### src/rtl/counter_ctrl_pkg.sv
// rtl/counter_ctrl_pkg.sv - shared types and constants for the counter sequencer
//
// Purpose: FSM state encoding, run-mode limit default and the manual/run
//          action encoding with its fixed-priority selector.
`timescale 1ns/1ps
package counter_ctrl_pkg;

  typedef enum logic [1:0] {
    IDLE  = 2'd0,
    RUN   = 2'd1,
    LIMIT = 2'd2
  } state_t;

  localparam logic [15:0] RUN_LIMIT_DEFAULT = 16'hFFFC;

  typedef enum logic [1:0] {
    NONE = 2'd0,
    INC  = 2'd1,
    DEC  = 2'd2,
    LD   = 2'd3
  } action_t;

  // One winner per cycle: load edge, then up edge, then down edge, then the
  // run-mode tick. Losers are dropped, never queued.
  function automatic action_t pick_action(input logic ld_edge,
                                          input logic up_edge,
                                          input logic dw_edge,
                                          input logic run_inc);
    if (ld_edge)      return LD;
    else if (up_edge) return INC;
    else if (dw_edge) return DEC;
    else if (run_inc) return INC;
    else              return NONE;
  endfunction

endpackage

### src/rtl/btn_edge_sync.sv
// rtl/btn_edge_sync.sv - button synchronizer with rising-edge detect
//
// Purpose: brings one asynchronous button into the clk domain and flags its
//          rising edge for one cycle.
// Ports:
//   clk   in  system clock
//   reset in  synchronous active-high reset
//   din   in  raw asynchronous button
//   lvl   out synchronized level
//   rise  out one-cycle pulse when lvl goes 0 -> 1
`timescale 1ns/1ps
module btn_edge_sync #(
  parameter int SYNC_STAGES = 2
) (
  input  logic clk,
  input  logic reset,
  input  logic din,
  output logic lvl,
  output logic rise
);

  logic [SYNC_STAGES-1:0] sync_q;
  logic                   prev_q;

  // prev_q clears on reset, so a button held through reset still yields
  // exactly one rise once the synchronizer refills after release.
  always_ff @(posedge clk) begin
    if (reset) begin
      sync_q <= '0;
      prev_q <= 1'b0;
    end else begin
      sync_q <= {sync_q[SYNC_STAGES-2:0], din};
      prev_q <= sync_q[SYNC_STAGES-1];
    end
  end

  assign lvl  = sync_q[SYNC_STAGES-1];
  assign rise = lvl & ~prev_q;

endmodule

### src/rtl/counter_ctrl.sv
// rtl/counter_ctrl.sv - button/run-mode sequencer for the display counter
//
// Purpose: converts up/down/load buttons and run mode into one-cycle,
//          mutually exclusive inc/dec/ld commands for the 16-bit counter.
// Ports:
//   clkin     in  system clock
//   reset     in  synchronous active-high reset
//   btn_up    in  raw increment button
//   btn_dw    in  raw decrement button
//   btn_ld    in  raw load button
//   btn_run   in  raw run button (level)
//   tick      in  run-rate strobe, one cycle wide
//   sw        in  load value
//   q         in  current counter value
//   inc       out one-cycle increment command
//   dec       out one-cycle decrement command
//   ld        out one-cycle load command
//   ld_data   out load value, captured with ld
//   running   out state is RUN
//   limit_hit out state is LIMIT
`timescale 1ns/1ps
module counter_ctrl
  import counter_ctrl_pkg::*;
#(
  parameter int               WIDTH       = 16,
  parameter int               SYNC_STAGES = 2,
  parameter logic [WIDTH-1:0] RUN_LIMIT   = RUN_LIMIT_DEFAULT
) (
  input  logic             clkin,
  input  logic             reset,
  input  logic             btn_up,
  input  logic             btn_dw,
  input  logic             btn_ld,
  input  logic             btn_run,
  input  logic             tick,
  input  logic [WIDTH-1:0] sw,
  input  logic [WIDTH-1:0] q,
  output logic             inc,
  output logic             dec,
  output logic             ld,
  output logic [WIDTH-1:0] ld_data,
  output logic             running,
  output logic             limit_hit
);

  logic    up_rise, dw_rise, ld_rise;
  logic    up_lvl_unused, dw_lvl_unused, ld_lvl_unused, run_rise_unused;
  logic    run_s;
  logic    below_limit;
  logic    tick_inc;
  state_t  state_q, state_nxt;
  action_t action;

  btn_edge_sync #(.SYNC_STAGES(SYNC_STAGES)) u_sync_up (
    .clk(clkin), .reset(reset), .din(btn_up), .lvl(up_lvl_unused), .rise(up_rise)
  );
  btn_edge_sync #(.SYNC_STAGES(SYNC_STAGES)) u_sync_dw (
    .clk(clkin), .reset(reset), .din(btn_dw), .lvl(dw_lvl_unused), .rise(dw_rise)
  );
  btn_edge_sync #(.SYNC_STAGES(SYNC_STAGES)) u_sync_ld (
    .clk(clkin), .reset(reset), .din(btn_ld), .lvl(ld_lvl_unused), .rise(ld_rise)
  );
  btn_edge_sync #(.SYNC_STAGES(SYNC_STAGES)) u_sync_run (
    .clk(clkin), .reset(reset), .din(btn_run), .lvl(run_s), .rise(run_rise_unused)
  );

  assign below_limit = (q < RUN_LIMIT);

  always_comb begin
    state_nxt = state_q;
    tick_inc  = 1'b0;
    case (state_q)
      IDLE: begin
        if (run_s) state_nxt = below_limit ? RUN : LIMIT;
      end
      RUN: begin
        // Releasing run wins over a tick arriving in the same cycle.
        if (!run_s) begin
          state_nxt = IDLE;
        end else if (tick) begin
          if (below_limit) tick_inc  = 1'b1;
          else             state_nxt = LIMIT;
        end
      end
      LIMIT: begin
        if (!run_s)          state_nxt = IDLE;
        else if (below_limit) state_nxt = RUN;
      end
      default: state_nxt = IDLE;
    endcase
    // A manual edge in the same cycle outranks the tick, so that tick's
    // increment is simply lost.
    action = pick_action(ld_rise, up_rise, dw_rise, tick_inc);
  end

  always_ff @(posedge clkin) begin
    if (reset) begin
      state_q   <= IDLE;
      inc       <= 1'b0;
      dec       <= 1'b0;
      ld        <= 1'b0;
      ld_data   <= '0;
      running   <= 1'b0;
      limit_hit <= 1'b0;
    end else begin
      state_q   <= state_nxt;
      inc       <= (action == INC);
      dec       <= (action == DEC);
      ld        <= (action == LD);
      if (action == LD) ld_data <= sw;
      running   <= (state_nxt == RUN);
      limit_hit <= (state_nxt == LIMIT);
    end
  end

endmodule

### config.mk
export PLATFORM = sky130hd
export DESIGN_NAME = counter_ctrl
export DESIGN_NICKNAME = d
export VERILOG_FILES = /design/src/rtl/counter_ctrl_pkg.sv /design/src/rtl/btn_edge_sync.sv /design/src/rtl/counter_ctrl.sv
export SDC_FILE = /design/constraint.sdc
export NUM_CORES = 1
export LEC_CHECK = 0
export BUFFER_PORTS_ARGS = -buffer_cell sky130_fd_sc_hd__buf_2
export CAP_MARGIN = 20
export CELL_PAD_IN_SITES_DETAIL_PLACEMENT = 1
export CELL_PAD_IN_SITES_GLOBAL_PLACEMENT = 1
export CORE_MARGIN = 8
export CORE_UTILIZATION = 34
export DETAILED_ROUTE_END_ITERATION = 12
export PLACE_DENSITY = 0.88
export SYNTH_ARGS = -nofsm -noshare
export SYNTH_HDL_FRONTEND = slang
export SYNTH_SLANG_ARGS = --single-unit
### constraint.sdc
create_clock -name clkin -period 2.9 [get_ports clkin]
set_input_delay 0.145 -clock clkin [delete_from_list [all_inputs] [get_ports clkin]]
set_output_delay 0.145 -clock clkin [all_outputs]
set_load 0.05 [all_outputs]
# After elaboration in Yosys (flattened, before gate mapping)
# Cells that the tools add are included.
[op_classes]
magnitude_cmp = 1
n_eq_ne = 7
n_mux = 16
n_bitwise = 6
reduce_logical = 1
[op_table]
columns = ["cell", "n"]
rows = [
  ["$mux 2", 10],
  ["$lt 16x16->1 const B", 1],
  ["$eq 2x2->1 const B", 4],
  ["$eq 2x1->1 const B", 3],
  ["$pmux 2 s3", 1],
  ["$mux 1", 5],
  ["$and 1x1->1", 3],
  ["$not 1->1", 3],
  ["$logic_not 2->1", 1],
]
[word_totals]
regBits = 34
inputBits = 39
output_inout_bits = 21
wordCells = 45

# Longest topological paths before layout
# Gate-level depths: netlist (run 1).
[depth]
depth_word = 10
mapped_depth = 5
depth_no_buf = 3

# Hierarchy
# Synthesis (run 1) repeated with hierarchy kept, for this count alone.
[hier_totals]
hier_cells = 109
area_unflattened_um2 = 1193.6
[by_module_without_submodules]
columns = ["mod", "instances", "cells_per_inst", "area_each_um2", "seq_area_each_um2"]
rows = [
  ["counter_ctrl", 1, 81, 843.3, 460.4],
  ["btn_edge_sync", 4, 7, 87.6, 60.1],
]

# Worst setup path before layout (run 1)
# OpenSTA, ideal clock, no wires.
[synth_path]
path_kind = "register -> register"
start = "register u_sync_ld.prev_q"
end = "register ld_data[0]"
setup_ns = 0.132
t_arrival_ns = 0.838
required_ns = 2.768
path_slack_ns = 1.930
stages_incl_launch_ff = 6
n_path_buf = 2
synth_period_minus_slack_ns = 0.970
cell_sequence = "dfxtp_1 > and2b_1 > buf_6 > buf_6 > nand2_1 > a21oi_1"
[synth_via]
elab_chain_len = 4
[synth_rtl]
columns = ["item", "line_no", "text"]
rows = [
  ["from (decl)", "btn_edge_sync.sv:23", "logic prev_q;"],
  ["from (signal assigned)", "btn_edge_sync.sv:33", "prev_q <= sync_q[SYNC_STAGES-1];"],
  ["$not 1->1", "btn_edge_sync.sv:38", "assign rise = lvl & ~prev_q;"],
  ["$and 1x1->1", "btn_edge_sync.sv:38", ""],
  ["$mux 2", "counter_ctrl_pkg.sv:29", "if (ld_edge) return LD;"],
  ["$eq 2x2->1", "counter_ctrl.sv:110", "if (action == LD) ld_data <= sw;"],
  ["to (signal assigned)", "counter_ctrl.sv:110", ""],
  ["to (decl)", "counter_ctrl.sv:41", "output logic [WIDTH-1:0] ld_data,"],
]
# Every way passes these cells.
# A chain may end at the register's enable or synchronous reset.

# Final worst setup path (run 1)
[layout_path]
start = "register u_sync_ld.prev_q"
end = "register inc"
[layout_via]
elab_chain_len = 4
[layout_rtl]
columns = ["item", "line_no", "text"]
rows = [
  ["$not 1->1", "btn_edge_sync.sv:38", ""],
  ["$and 1x1->1", "btn_edge_sync.sv:38", ""],
  ["$mux 2", "counter_ctrl_pkg.sv:29", ""],
  ["$eq 2x1->1", "counter_ctrl.sv:107", "inc <= (action == INC);"],
  ["to (signal assigned)", "counter_ctrl.sv:107", ""],
  ["to (decl)", "counter_ctrl.sv:38", "output logic inc,"],
]
# Every way passes these cells.

==> results of run 1 <==
power breakdown:
part	internal, mW	leakage (nW)	switching, mW	total, mW
clock	0.183	0.0395	0.150	0.333
sequential	0.482	0.277	0.00619	0.488
combinational	0.0347	0.384	0.0645	0.0992
critical path, delay by kind of cell (launching register included):
family | cells | cell delay (ps)
and+or+nand+nor | 2 | 700
DFF | 1 | 350
AOI/OAI and AO/OA | 1 | 150
layer usage:
layer	vias to the layer above	GRT usage, %
li1	513	-
met1	451	11.43
met2	40	21.40
met3	8	3.995
met4	0	7.391
met5	-	0
kinds of logic (layout without fill, tap and decap cells):
kind of cell	Yosys count	in the layout	share of synthesized area [%]
simple gates	61	61	28.16
flops	34	34	57.38
compound gates	20	20	9.388
buf+inv	7	65	5.063
flip-flops by register name, summed over array words and instances, names as in the netlist:
signal             flops
u_sync_dw.sync_q       2
u_sync_run.sync_q      2
u_sync_ld.sync_q       2
running                1
inc                    1
u_sync_ld.prev_q       1
u_sync_dw.prev_q       1
u_sync_up.sync_q       2
ld                     1
ld_data               16
limit_hit              1
u_sync_up.prev_q       1
dec                    1
state_q                2
metrics by stage:
stage / power, mW / worst slack [ps]
finish: 0.9207 / 1604
global route: 0.9557 / 1491
CTS: 0.9307 / 1556
detailed placement: 0.5997 / 1586
global placement: 0.5941 / 1670
floorplan: 0.5634 / 1930
worst max path at each step:
stage	from	to
floorplan	u_sync_ld.prev_q$_SDFF_PP0_	ld_data[0]$_SDFFE_PP0P_
CTS	u_sync_ld.prev_q$_SDFF_PP0_	inc$_SDFF_PP0_
detailed placement	u_sync_ld.prev_q$_SDFF_PP0_	inc$_SDFF_PP0_
global placement	u_sync_ld.prev_q$_SDFF_PP0_	inc$_SDFF_PP0_
global route	u_sync_ld.prev_q$_SDFF_PP0_	inc$_SDFF_PP0_
finish	u_sync_ld.prev_q$_SDFF_PP0_	inc$_SDFF_PP0_
layout make-up:
cell class | instances | share of cell area [%]
flip-flops and latches | 34 | 44.08
multi-input cells | 81 | 28.85
repair buffers | 57 | 18.48
well taps | 46 | 3.728
clock buffers | 7 | 2.917
clock inverters | 1 | 1.945
cell usage after synthesis:
master    number  area share, %
nor4b_2        1            1.3
nor4_4         1            1.8
and2_1         2            1.1
o32ai_1        1           0.74
nand2b_1       6            3.2
dfxtp_1       34             57
clkbuf_1       1           0.32
nor2b_1       12            6.3
nand4_1        3            1.6
buf_6          3            2.8
buf_4          3            1.9
nand4_2        1            1.1
a221oi_1       2            1.5
nor4bb_1       1           0.84
nand2_1       33             10
a21oi_1       17            7.2
and2b_1        1           0.63
cell usage in the layout, fill, tap and decap left out, drive strengths merged:
master,Yosys,routed
and2b,1,1
nor2b,12,12
buf,6,57
nand2,33,33
nor4,1,1
nand2b,6,6
a21oi,17,17
nor4bb,1,1
nand4,4,4
bufinv,0,1
clkbuf,1,7
nor4b,1,1
a221oi,2,2
o32ai,1,1
dfxtp,34,34
and2,2,2
==> flow_metrics.tcl, run 1 <==
set metrics [dict create \
    outcome "finished, final reports clean" \
    netlist_area_um2 1186 \
    hp-class "in2reg" \
    hold_depth 2 \
    required_ps 3140 \
    syn-instance-count 122 \
    dieArea_um2 5635 \
    viasPerCell 4.478 \
    dr_total_vias 1012 \
    clock_path_buffers 2 \
    placed_cell_area_um2 1469 \
    drt-total-wl_mm 3.266 \
    clk_pin_slew_ps 100 \
    hold_ws_ps 13.95 \
    stdcell_area_um2 1544 \
    tns_ps 0 \
    setup-violations-final 0 \
    fin_crit_sh_pct 44.70 \
    pin_count 60 \
    fp.dieW_um 75.07 \
    fin_util_pct 46.27 \
    syn_nets 161 \
    dp.cells 218 \
    rsz0062_at_grt "false" \
    cts_hold_buf 0 \
    initial_core_util_pct 35.55 \
    reg2reg_depth 3 \
    cts_made_buffers 5 \
    antenna_left 0 \
    numClockSinks 34 \
    fin_nets 218 \
    ys_types 17 \
    end_kind "register" \
    track_usage_pct 11.93 \
    grt_pass1_wl_mm 4.961 \
    relSlewSlack_pct 55.51 \
    place.gp.congestion 0.7503 \
    p_per_area_nw_per_um2 596.3 \
    met1Wirelength_mm 1.223 \
    drv_cap 0 \
    multiInputGateArea_um2 445.4 \
    p_leak_nw 0.7005 \
    hold_end "u_sync_dw.sync_q[0]$_SDFF_PP0_" \
    fillers 421 \
    drt_iter0_drc 61 \
    seq_area_um2 680.7 \
    dr_wl_met3_um 225 \
    layout-drive-gt1-share_pct 36.67 \
    cts_root_buffer "clkbuf_4" \
    syn_area_per_cell_um2 9.722 \
    max_freq_mhz 771.4 \
    topRoutingLayerUsed "met4" \
    path_class "reg2reg" \
    yosysWarnings 0 \
    post_cts_buffers 0 \
    reg2reg_to "inc$_SDFF_PP0_" \
    timing.rr.start "u_sync_ld.prev_q$_SDFF_PP0_" \
    n_antenna_cell 0 \
    worst_slew_pin_slew_ps 667.4 \
    grt_overflow_total 0 \
    ctsResizeCount 0 \
    cpPeakStageDelay_ps 540 \
    slowest_stage "nand2b_1" \
    seq_area_frac_synth_pct 57.38 \
    wl_per_cell_um 14.45 \
    drcViolationCount 0 \
    dpl.hpwl_mm 2.553 \
    io_buffers 57 \
    worst_clock_skew_ps 11.01 \
    die_h_um 75.07 \
    clkLatencyLatePin_ps 340 \
    crit_fanout 17 \
    start_kind "register" \
    synth-seq-cells 34 \
    htreeDepth 2 \
    fin_cells 226 \
    grt_pass1_vias 1062 \
    drt_first_pass_iters 4 \
    crit_chain "nand2b_1, nand4_1, o32ai_1" \
    hp-start "btn_dw" \
    antenna_found_initial 0 \
    syn_to_final_growth_pct 30.17 \
    ir_worst_vdd_uv 374.3 \
    r2r_setup_slack_ps 1600 \
    fin_crit_ps 1296 \
    rows 21 \
    arrival_ps 1530 \
    drv_slew 0 \
    core-area_um2 3337 \
    dr_wl_met2_mm 1.718 \
    grt_max_degree 32 \
    cts_tree "built" \
    hold_violations 0 \
]
Power figures use the tool's default switching activity.
==> inputs of run 2 (changes only) <==
Settings changed: ABC_AREA set to 1, CORE_UTILIZATION 34 to 30, PLACE_DENSITY 0.88 to 0.82.
Clock period 2.9 ns to 1.28 ns, I/O delays scaled along.
==> flow_metrics.tcl, run 2 <==
set metrics [dict create \
    outcome "finished, final reports clean" \
    setup-violations-final 0 \
    final_common_cell "buf_2" \
    switching_share_pct 25.54 \
    slowest_stage "dfxtp_1" \
    cts_root_buffer "clkbuf_8" \
    rsz0062_at_grt "false" \
    synth_area_leader_cell "dfxtp_1" \
    io_buffers 57 \
    start_kind "register" \
    setup_ws_ps 268.6 \
    dieArea_um2 6285 \
    grt_overflow_total 0 \
    wl_per_cell_um 11.66 \
    largest_reg_flops 16 \
    synth-edff-count 0 \
    r2r_setup_slack_ps 270 \
    grt_pass1_wl_mm 5.106 \
    path_class "reg2reg" \
    hold_depth 3 \
    antenna_left 0 \
    syn_nets 188 \
    power_frac_comb_pct 13.2 \
    regMostFlops "ld_data" \
    rows 23 \
    cts_tree "built" \
    track_usage_pct 10.11 \
    synthTopCellsByCount "51 x nor2_1, 34 x dfxtp_1, 15 x inv_1" \
    ys_types 17 \
    drv_cap 0 \
    fin_crit_sh_pct 79.02 \
    worst_clock_skew_ps 2.185 \
    synth-seq-cells 34 \
    clock_power_share_pct 35.7 \
    hp-class "in2reg" \
    max_freq_mhz 988.7 \
    power_frac_seq_pct 51.2 \
    hold_end "ld_data[9]$_SDFFE_PP0P_" \
    fin_nets 253 \
    dr_total_vias 1133 \
    final_cell_mix "57 x buf_2, 51 x nor2_1, 34 x dfxtp_1" \
    clkLatencyLatePin_ps 270 \
    pin_count 60 \
    drcViolationCount 0 \
    initial_core_util_pct 30.69 \
    layout-drive-gt1-share_pct 32.56 \
    syn_area_per_cell_um2 8.061 \
    cpPeakStageDelay_ps 330 \
    ys_async_sr_fraction_pct 0 \
    core-area_um2 3914 \
    worst_slew_pin_slew_ps 291.9 \
    viasPerCell 4.275 \
    grt_pass1_vias 1209 \
    end_kind "register" \
    required_ps 1450 \
    critPathBufInv 2 \
    p_leak_nw 0.8560 \
    crit_family "simple AND/OR/NAND/NOR gates" \
    syn-instance-count 149 \
    p_per_area_nw_per_um2 1331 \
    grt_max_degree 20 \
    synth_top_cell_area_share_pct 56.67 \
    dp_slack_ps 250.3 \
    dpl.hpwl_mm 2.368 \
    tns_ps 0 \
    relSlewSlack_pct 80.34 \
    place.gp.congestion 0.7075 \
    ir_worst_vdd_uv 584.5 \
    p_int_mw 1.632 \
    cts_made_buffers 5 \
    yosys-top-cells-area "dfxtp_1 57%, nor2_1 16%, o21ai_0 5.4%" \
    antenna_found_initial 0 \
    synth-main-ff-cell "dfxtp_1" \
    crit_fanout 19 \
    crit_chain "inv_2, nor2_8, inv_6, nor2_1, nor2_1" \
    fin_crit_ps 1011 \
    arrival_ps 1180 \
    die_h_um 79.28 \
    reg2reg_depth 5 \
    clock_path_buffers 2 \
    seq_area_frac_synth_pct 56.67 \
    clk_pin_slew_ps 60 \
    drt_iter0_drc 33 \
    yosysWarnings 0 \
    numClockSinks 34 \
    drv_slew 0 \
    p_sw_mw 0.5597 \
    hold_violations 0 \
    fp.dieW_um 79.28 \
    n_antenna_cell 0 \
    ctsResizeCount 0 \
    hp-start "sw[9]" \
    htreeDepth 2 \
    post-synth-top-count-cell "nor2_1" \
    cpMostUsedCell "nor2_1" \
    syn_to_final_growth_pct 37.08 \
    timing.rr.start "u_sync_ld.sync_q[1]$_SDFF_PP0_" \
    reg2reg_to "ld_data[0]$_SDFFE_PP0P_" \
    drt-total-wl_mm 3.089 \
    netlist_area_um2 1201 \
    drt_first_pass_iters 4 \
]
[run 2: cell types whose count changed after synthesis, sizes merged, moves of 2 or more]
cell    delta
nand2     -20
nand2b     -6
a21oi     -14
o21ai     +19
nor2b     -12
a221oi     -2
nor2      +53
and2       -2
inv       +18
buf        -2
[run 2: area by class of cell]
class,count,area [um2]
clock buffer,7,86.33
multi-input combinational,93,406.6
sequential,34,680.7
tap,50,62.56
fill,539,2267
clock inverter,1,5.005
timing repair buffer,62,332.8
inverter,18,72.57
[run 2: repair_timing]
action	CTS	global route
hold endpoints to repair	4	0
hold buffers	4	0
buffers inserted	0	0
[run 2: cell families (layout without fill, tap and decap cells)]
logic type | count (synthesis) | after routing | share of synthesized area (%)
simple gates | 71 | 71 | 24.69
compound gates | 22 | 22 | 9.166
buf+inv | 22 | 88 | 9.479
flops | 34 | 34 | 56.67
[run 2: per-layer routing]
| metal | global-route usage (%) | part of all wire [%] |
|---|---|---|
| met5 | 0 | 0 |
| met4 | 3.889 | 1.2 |
| met2 | 17.83 | 50 |
| met3 | 4.740 | 7.8 |
| met1 | 10.06 | 41 |
[run 2: power by group through the flow]
stage          Clock [mW]  Combinational (mW)  Sequential, mW
3_3_place_gp            0               0.278            1.14
4_1_cts             0.819               0.295            1.12
5_1_grt             0.872               0.317            1.13
3_5_place_dp            0               0.285            1.15
6_report            0.781               0.289            1.12
2_1_floorplan           0              0.0837            1.25
[run 2: worst register-to-register path: stages (launching register included)]
cell     delay (ps)
dfxtp_1         330
inv_2            60
nor2_8          210
inv_6           120
nor2_1          120
nor2_1           60
[run 2: how the worst max path moves through the flow]
stage                                         startpoint                       to  slack [ps]  cells past startpoint
after detailed placement  u_sync_ld.sync_q[1]$_SDFF_PP0_  ld_data[1]$_SDFFE_PP0P_         250                      5
after floorplan              u_sync_ld.prev_q$_SDFF_PP0_  ld_data[0]$_SDFFE_PP0P_         360                      5
after global routing      u_sync_ld.sync_q[1]$_SDFF_PP0_  ld_data[1]$_SDFFE_PP0P_         160                      5
after global placement       u_sync_ld.prev_q$_SDFF_PP0_  ld_data[5]$_SDFFE_PP0P_         280                      4
final                     u_sync_ld.sync_q[1]$_SDFF_PP0_  ld_data[0]$_SDFFE_PP0P_         270                      5
after CTS                 u_sync_ld.sync_q[1]$_SDFF_PP0_  ld_data[1]$_SDFFE_PP0P_         230                      5
[run 2: per-stage QoR]
stage	hold slack, ps	instances	util, %	total power, mW	instance area (um2)
4_1_cts	3.474	265	42.07	2.235	1647
6_report	8.395	265	42.07	2.191	1647
2_1_floorplan	135.2	149	-	1.329	1201
3_5_place_dp	273.3	253	38.71	1.430	1515
5_1_grt	13.75	265	42.07	2.315	1647
3_3_place_gp	267.8	253	38.71	1.421	1515
==> inputs of run 3 (changes only) <==
Settings changed: ABC_AREA 1 to 0, CORE_UTILIZATION 30 to 28, PLACE_DENSITY 0.82 to 0.78.
Clock period 1.28 ns to 0.9 ns, I/O delays scaled along.
==> flow_metrics.tcl, run 3 (synthesized netlist as in run 1, its figures left out) <==
set metrics [dict create \
    end_kind "register" \
    largest_reg_flops 16 \
    p_sw_mw 0.7638 \
    ir_worst_vdd_uv 698.8 \
    wl_per_cell_um 14.31 \
    dr_total_vias 1133 \
    viasPerCell 4.478 \
    drcViolationCount 0 \
    grt_overflow_total 0 \
    crit_fanout 5 \
    clkLatencyLatePin_ps 280 \
    path_class "reg2reg" \
    antenna_found_initial 0 \
    arrival_ps 1210 \
    fin_crit_sh_pct 110.9 \
    numClockSinks 34 \
    dpl.hpwl_mm 2.532 \
    cts_tree "built" \
    fillers 478 \
    start_kind "register" \
    power_frac_seq_pct 50.8 \
    tns_ps -1337 \
    drt_iter0_drc 62 \
    fin_nets 243 \
    fin_crit_ps 998.2 \
    n_antenna_cell 0 \
    drt-total-wl_mm 3.621 \
    switching_share_pct 24.52 \
    antenna_left 0 \
    drv_cap 0 \
    violations "setup timing" \
    hp-class "in2reg" \
    initial_core_util_pct 29.44 \
    fin_cells 253 \
    clock_power_share_pct 34.9 \
    worst_slew_pin_slew_ps 364.4 \
    pin_count 60 \
    final_cell_mix "36 x buf_2, 29 x dfxtp_1, 27 x nand2_1" \
    relSlewSlack_pct 75.52 \
    track_usage_pct 11.29 \
    dp.cells 231 \
    required_ps 1110 \
    final_common_cell "buf_2" \
    fin_util_pct 48.82 \
    die_h_um 81.09 \
    setup-violations-final 20 \
    worst_clock_skew_ps 5.148 \
    htreeDepth 2 \
    cts_root_buffer "clkbuf_8" \
    layout-drive-gt1-share_pct 50.74 \
    grt_pass1_vias 1230 \
    syn_to_final_growth_pct 65.82 \
    place.gp.congestion 0.6784 \
    grt_pass1_wl_mm 5.678 \
    dieArea_um2 6575 \
    hold_ws_ps 8.175 \
    clock_path_buffers 2 \
    grt_max_degree 17 \
    setup_ws_ps -98.17 \
    io_buffers 57 \
    p_int_mw 2.351 \
    hold_violations 0 \
    power_mw 3.115 \
    clk_pin_slew_ps 60 \
    rows 23 \
    drt_first_pass_iters 4 \
    power_frac_comb_pct 14.3 \
    outcome "finished, violations left" \
    p_per_area_nw_per_um2 1584 \
    p_leak_nw 0.8611 \
    max_freq_mhz 1002 \
    cts_made_buffers 5 \
    core-area_um2 4029 \
    drv_slew 0 \
    regMostFlops "ld_data" \
    rsz0062_at_grt "true" \
    fp.dieW_um 81.09 \
]
## run 3: worst paths after layout
path | start | endpoint | slack, ps | depth (start not counted)
worst max-delay path | u_sync_ld.prev_q$_SDFF_PP0_ | ld_data[1]$_SDFFE_PP0P_ | -100 | 4
worst min-delay path | sw[15] | ld_data[15]$_SDFFE_PP0P_ | 8 | 3
worst max register to register | u_sync_ld.prev_q$_SDFF_PP0_ | ld_data[1]$_SDFFE_PP0P_ | -100 | 4
worst min register to register | u_sync_ld.prev_q$_SDFF_PP0_ | ld$_SDFF_PP0_ | 430 | 1
## run 3: power by group through the flow
stage	Combinational, mW	Sequential, mW	Clock, mW
after global routing	0.481	1.59	1.19
after CTS	0.410	1.58	1.14
after detailed placement	0.344	1.61	0
after floorplan	0.109	1.71	0
after global placement	0.336	1.61	0
final	0.446	1.58	1.09
## run 3: worst max-delay path: stages (launching register included)
cell     delay (ps)
dfxtp_2         320
and2b_4         290
buf_6           130
nand2_2          50
a21oi_2         140
## run 3: final cells by class
class	count	area, um2	area share [%]
Sequential cell	34	686.9	34.92
Clock buffer	6	82.58	4.198
Multi-Input combinational cell	81	540.5	27.48
Tap cell	50	62.56	3.181
Timing Repair Buffer	82	594.3	30.22
## run 3: per-layer routing
metal / GRT usage, % / wire (um)
met5: 0 / 0
met4: 5.357 / 76
met3: 3.642 / 191
met2: 21.57 / 2017
met1: 10.56 / 1336
## run 3: timing repair
| action | CTS | global route |
|---|---|---|
| hold endpoints to repair | 13 | 1 |
| resized for setup | 28 | 31 |
| setup buffers | 0 | 2 |
| hold buffers | 13 | 1 |
| pin swaps | 3 | 7 |
| gates cloned | 0 | 0 |
| setup endpoints to repair | 41 | 27 |
## run 3: stage by stage
| step | area [um2] | setup slack, ps |
|---|---|---|
| 2_1_floorplan | 1191 | -52.98 |
| 3_3_place_gp | 1543 | -81.84 |
| 3_5_place_dp | 1543 | -120.0 |
| 4_1_cts | 1833 | -81.18 |
| 5_1_grt | 1967 | -183.1 |
| 6_report | 1967 | -98.17 |
